**config.mk**
```make
export PLATFORM = sky130hd
export DESIGN_NAME = sample_feeder
export DESIGN_NICKNAME = d
export VERILOG_FILES = /design/src/rtl/cchw_pkg.sv /design/src/rtl/sample_fifo.sv /design/src/rtl/sample_feeder.sv
export SDC_FILE = /design/constraint.sdc
export NUM_CORES = 1
export LEC_CHECK = 0
export ABC_CLOCK_PERIOD_IN_PS = 21200
export BUFFER_PORTS_ARGS = -buffer_cell sky130_fd_sc_hd__buf_2
export CORE_ASPECT_RATIO = 1.5
export CORE_UTILIZATION = 44
export DETAILED_ROUTE_END_ITERATION = 16
export PLACE_DENSITY = 0.62
export RECOVER_POWER = 50
export SLEW_MARGIN = 20
export SYNTH_ARGS = -nofsm -noshare
export SYNTH_HDL_FRONTEND = slang
export SYNTH_HIERARCHICAL = 1
export SYNTH_SLANG_ARGS = --single-unit
```
**constraint.sdc**
```tcl
create_clock -name clk -period 21.2 [get_ports clk]
set_clock_uncertainty 0.2 [all_clocks]
set_input_delay 4.24 -clock clk [delete_from_list [all_inputs] [get_ports clk]]
set_output_delay 4.24 -clock clk [all_outputs]
set_load 0.05 [all_outputs]
```
**src/rtl/cchw_pkg.sv**
```systemverilog
// Shared definitions for the sample feeder path into OperationManager and the octave stores.
package cchw_pkg;

  localparam int SAMPLE_W   = 20;
  localparam int NUM_OCT    = 5;
  localparam int FIFO_DEPTH = 8;

  typedef logic signed [SAMPLE_W-1:0] sample_t;

endpackage

```
**src/rtl/sample_fifo.sv**
```systemverilog
// Circular sample buffer with an occupancy counter; a pop frees a slot for a push in the same cycle.
module sample_fifo
  import cchw_pkg::*;
#(
  parameter int N     = SAMPLE_W,
  parameter int DEPTH = FIFO_DEPTH
) (
  input  logic                     clk,
  input  logic                     rst,
  input  logic                     push,
  input  logic [N-1:0]             din,
  input  logic                     pop,
  output logic [N-1:0]             head,
  output logic                     empty,
  output logic                     full,
  output logic [$clog2(DEPTH):0]   level
);

  localparam int AW = $clog2(DEPTH);

  logic [N-1:0]  mem [DEPTH];
  logic [AW-1:0] wr_ptr;
  logic [AW-1:0] rd_ptr;
  logic          do_push;
  logic          do_pop;

  assign empty   = (level == '0);
  assign full    = (level == (AW+1)'(DEPTH));
  assign do_pop  = pop & ~empty;
  assign do_push = push & (~full | do_pop);
  assign head    = mem[rd_ptr];

  // Pointers are exactly AW bits wide, so they wrap modulo DEPTH on their own.
  always_ff @(posedge clk or negedge rst) begin
    if (!rst) begin
      wr_ptr <= '0;
      rd_ptr <= '0;
      level  <= '0;
    end else begin
      if (do_push) wr_ptr <= wr_ptr + 1'b1;
      if (do_pop)  rd_ptr <= rd_ptr + 1'b1;
      if (do_push && !do_pop)      level <= level + 1'b1;
      else if (!do_push && do_pop) level <= level - 1'b1;
    end
  end

  always_ff @(posedge clk) begin
    if (do_push) mem[wr_ptr] <= din;
  end

endmodule

```
**src/rtl/sample_feeder.sv**
```systemverilog
// Buffers audio samples for OperationManager and presents per-octave pairwise-averaged samples
// to the octave stores on the same cycle as each writeSample pop.
module sample_feeder
  import cchw_pkg::*;
#(
  parameter int N     = SAMPLE_W,
  parameter int OCT   = NUM_OCT,
  parameter int DEPTH = FIFO_DEPTH
) (
  input  logic                       clk,
  input  logic                       rst,
  input  logic [N-1:0]               inSample,
  input  logic                       inValid,
  output logic                       sampleReady,
  input  logic                       writeSample,
  output logic [OCT-1:0][N-1:0]      octSamples,
  output logic [OCT-1:0]             octWrite,
  output logic [$clog2(DEPTH):0]     fifoLevel,
  output logic                       overflow,
  input  logic                       clearOverflow
);

  logic [N-1:0]          head;
  logic                  empty;
  logic                  full;
  logic                  pop;
  logic [OCT-1:0]        cnt;
  logic [N-1:0]          held [OCT-1];
  logic [OCT-1:0][N-1:0] chain;
  logic [OCT-1:0]        wr;

  assign pop         = writeSample & ~empty;
  assign sampleReady = ~empty;

  sample_fifo #(
    .N     (N),
    .DEPTH (DEPTH)
  ) u_fifo (
    .clk   (clk),
    .rst   (rst),
    .push  (inValid),
    .din   (inSample),
    .pop   (writeSample),
    .head  (head),
    .empty (empty),
    .full  (full),
    .level (fifoLevel)
  );

  assign chain[0] = head;
  assign wr[0]    = pop;

  // Octave k averages the stored first half of its pair with the octave k-1 sample arriving now;
  // the N+1 bit sum shifted right floors toward -inf.
  for (genvar k = 1; k < OCT; k++) begin : g_oct
    logic [N:0] sum;
    assign sum      = {held[k-1][N-1], held[k-1]} + {chain[k-1][N-1], chain[k-1]};
    assign chain[k] = N'(sum >> 1);
    assign wr[k]    = wr[k-1] & cnt[k-1];
  end

  assign octSamples = rst ? chain : '0;
  assign octWrite   = rst ? wr    : '0;

  always_ff @(posedge clk or negedge rst) begin
    if (!rst) begin
      cnt      <= '0;
      overflow <= 1'b0;
      for (int k = 0; k < OCT-1; k++) held[k] <= '0;
    end else begin
      if (pop) cnt <= cnt + 1'b1;
      for (int k = 0; k < OCT-1; k++) begin
        if (wr[k] && !cnt[k]) held[k] <= chain[k];
      end
      // A fresh drop outranks a clear in the same cycle.
      if (inValid && full && !pop) overflow <= 1'b1;
      else if (clearOverflow)      overflow <= 1'b0;
    end
  end

endmodule
```
==> reports/results.ini <==
[outcome]
status = complete, but fails checks
violations = capacitance limit, slew limit

[floorplanning]
die-width_um = 150.1
start_util = 0.4451
row_count = 81
die-area_um2 = 33660
coreArea_um2 = 32530
io_pins = 136
die_y_um = 224.2

[route]
routed_wl_mm = 32.15
firstDrtPassIters = 4
initialDrtViolationCount = 265
vias_per_cell = 5.473
post-route-drc-count = 0
wl_per_cell_um = 18.26
antenna_left = 0
dr_total_vias = 9638

[logic_synthesis]
synthFlopType = edfxtp_1
syn-mean-instance-area_um2 = 12.15
synth_edf_count = 160
synth_top_area_share = 0.3318
ys_types = 77
synth_seq_area_share = 0.4959
yosysMostFrequentCell = edfxtp_1
synth_area_um2 = 14480
synth_common_cells = edfxtp_1, dfrtp_1, ha_1
synth_seq_cells = 255
synth_fp_nets = 1308
async_flop_share = 0.3725
ys_top_cells_by_area = edfxtp_1, dfrtp_1, ha_1
synthCells = 1192
yosys.area.top_type = edfxtp_1
yosys_warnings = 6

[place]
place_area_um2 = 15660
port_buffers = 135
dp_slack_ns = 8.126
hpwl_mm = 23.09
place.gp.congestion = 0.8798

[timing]
relSlewSlack = -1.844
fin_crit_sh = 0.6594
setup_tns_ns = 0
timing.final.ws_setup_ns = 7.221
finalSetupViolations = 0
max_freq_mhz = 71.54
drv_slew = 132
fin_crit_ns = 13.98
finalHoldViolations = 0
rsz0062_at_grt = no
worstMarginPinSlew_ns = 4.266

[cells_and_area]
num-fill-cells = 2912
fin_util = 0.5076
multi_input_area_um2 = 7022
syn_to_final_growth_pct = 14.03
layout.area.seq_um2 = 7183
diodes = 0
final_cell_area_um2 = 16510
fin_nets = 1445
drive_gt1_frac = 0.2392

[setup_path]
crit_family = buffers and inverters
critPathLaunchType = primary input
path_class = in -> out
slowest_stage = clkbuf_1
endpoint_kind = output port
path_buf_inv = 3
crit_chain = clkbuf_1 > inv_2 > a21oi_1 > o21a_1 > buf_2
worst_path_largest_cell_delay_ns = 2.93
worstPathArrival_ns = 9.54
cp_data_required_time_ns = 16.76
path_max_fanout = 89

[clocking]
cts_buffer_depth = 3
post-cts-setup-buffer-count = 0
h-tree-depth = 1
cts_sinks = 255
cts_tree = yes
cts_resized = 0
cts-root-buf = clkbuf_16
numCtsBuffers = 25
clk_latency_ns = 0.53
postCtsHoldBufs = 0
clkTransAtPathRegs_ns = 0.06

[global_route]
overflow = 0
grt_pass1_wl_mm = 51.16
grtUsageTotal = 0.1961
grt_pass1_vias = 9784
grt_antenna_before_repair = 0
grt_max_degree = 90

[job]
max-cap-violations = 3

[min_path]
min_path_type = reg -> reg

==> cell families (layout without fill, tap and decap cells) <==
group | count (synthesis) | in the layout | share of synthesized area
DFF | 255 | 255 | 0.4959
xor gates and xnor gates | 69 | 69 | 0.04277
and+or+nand+nor | 345 | 345 | 0.1223
adders and majority gates | 91 | 91 | 0.08122
AOI/OAI and AO/OA | 232 | 232 | 0.1076
buffers and inverters | 73 | 227 | 0.02022
muxes | 127 | 127 | 0.1300
==> worst register-to-register path: stages, from the launching register on <==
cell,delay (ns)
dfrtp_2,0.51
buf_4,0.60
mux4_2,0.63
mux2_2,0.31
ha_1,0.38
nand2_1,0.15
nor4b_1,0.57
nor3_2,0.14
o21ai_2,0.22
a2111oi_0,0.13
nor3_1,0.37
inv_1,0.08
ha_1,0.39
a21o_1,0.21
a21o_1,0.18
a21oi_1,0.17
o21ai_0,0.19
a211oi_2,0.35
mux2_2,0.39
nand2_1,0.07
ha_1,0.27
and3_1,0.21
a311oi_1,0.26
o21ai_0,0.18
xor2_1,0.22
mux2_2,0.30
==> per-stage QoR <==
step,instances,hold slack (ns)
after floorplan,1192,0.2524
after global placement,1717,0.2646
after detailed placement,1717,0.2707
after CTS,1761,0.2903
after global routing,1761,0.3096
final,1761,0.2835
==> registers in the layout (all words and copies together), names as in the netlist <==
signal,count
cnt,4
held,80
overflow,1
u_fifo/level,4
u_fifo/mem,160
u_fifo/rd_ptr,3
u_fifo/wr_ptr,3
==> layer usage <==
metal / GRT usage / vias up / share of wire
li1: - / 4705 / -
met1: 0.2248 / 4658 / 0.39
met2: 0.3663 / 221 / 0.53
met3: 0.02729 / 54 / 0.046
met4: 0.06745 / 0 / 0.031
met5: 0 / - / 0
==> placed cells by master, fill, tap and decap left out, types with 48 or more instances in the layout <==
cell type,netlist,routed
a21oi_1,74,74
and2_1,73,73
buf_2,9,113
dfrtp_1,95,94
edfxtp_1,160,160
ha_1,86,86
mux2_2,79,79
nand2_1,81,81
nor2_1,73,71
xnor2_1,48,48
==> final timing paths <==
| check | from | endpoint | slack (ns) | depth (start not counted) |
|---|---|---|---|---|
| max | rst | octSamples[39] | 7.22 | 5 |
| min | held[53] | held[53] | 0.28 | 2 |
| max reg2reg | u_fifo/rd_ptr[0] | held[18] | 13.41 | 25 |
| min reg2reg | held[53] | held[53] | 0.28 | 2 |
| max in group asynchronous | rst | u_fifo/rd_ptr[0] | 13.19 | 2 |
| min in group asynchronous | rst | held[1] | 5.01 | 1 |
==> layout make-up <==
class / instances / share of cell area
multi-input combinational: 864 / 0.4252
sequential: 255 / 0.4350
inverter: 34 / 0.007728
timing repair buffer: 149 / 0.04425
clock buffer: 27 / 0.03895
tap: 415 / 0.03144
clock inverter: 17 / 0.01743
Power is not shown: default switching activity piles up to over one toggle a cycle in this logic, so the estimate is an artifact.
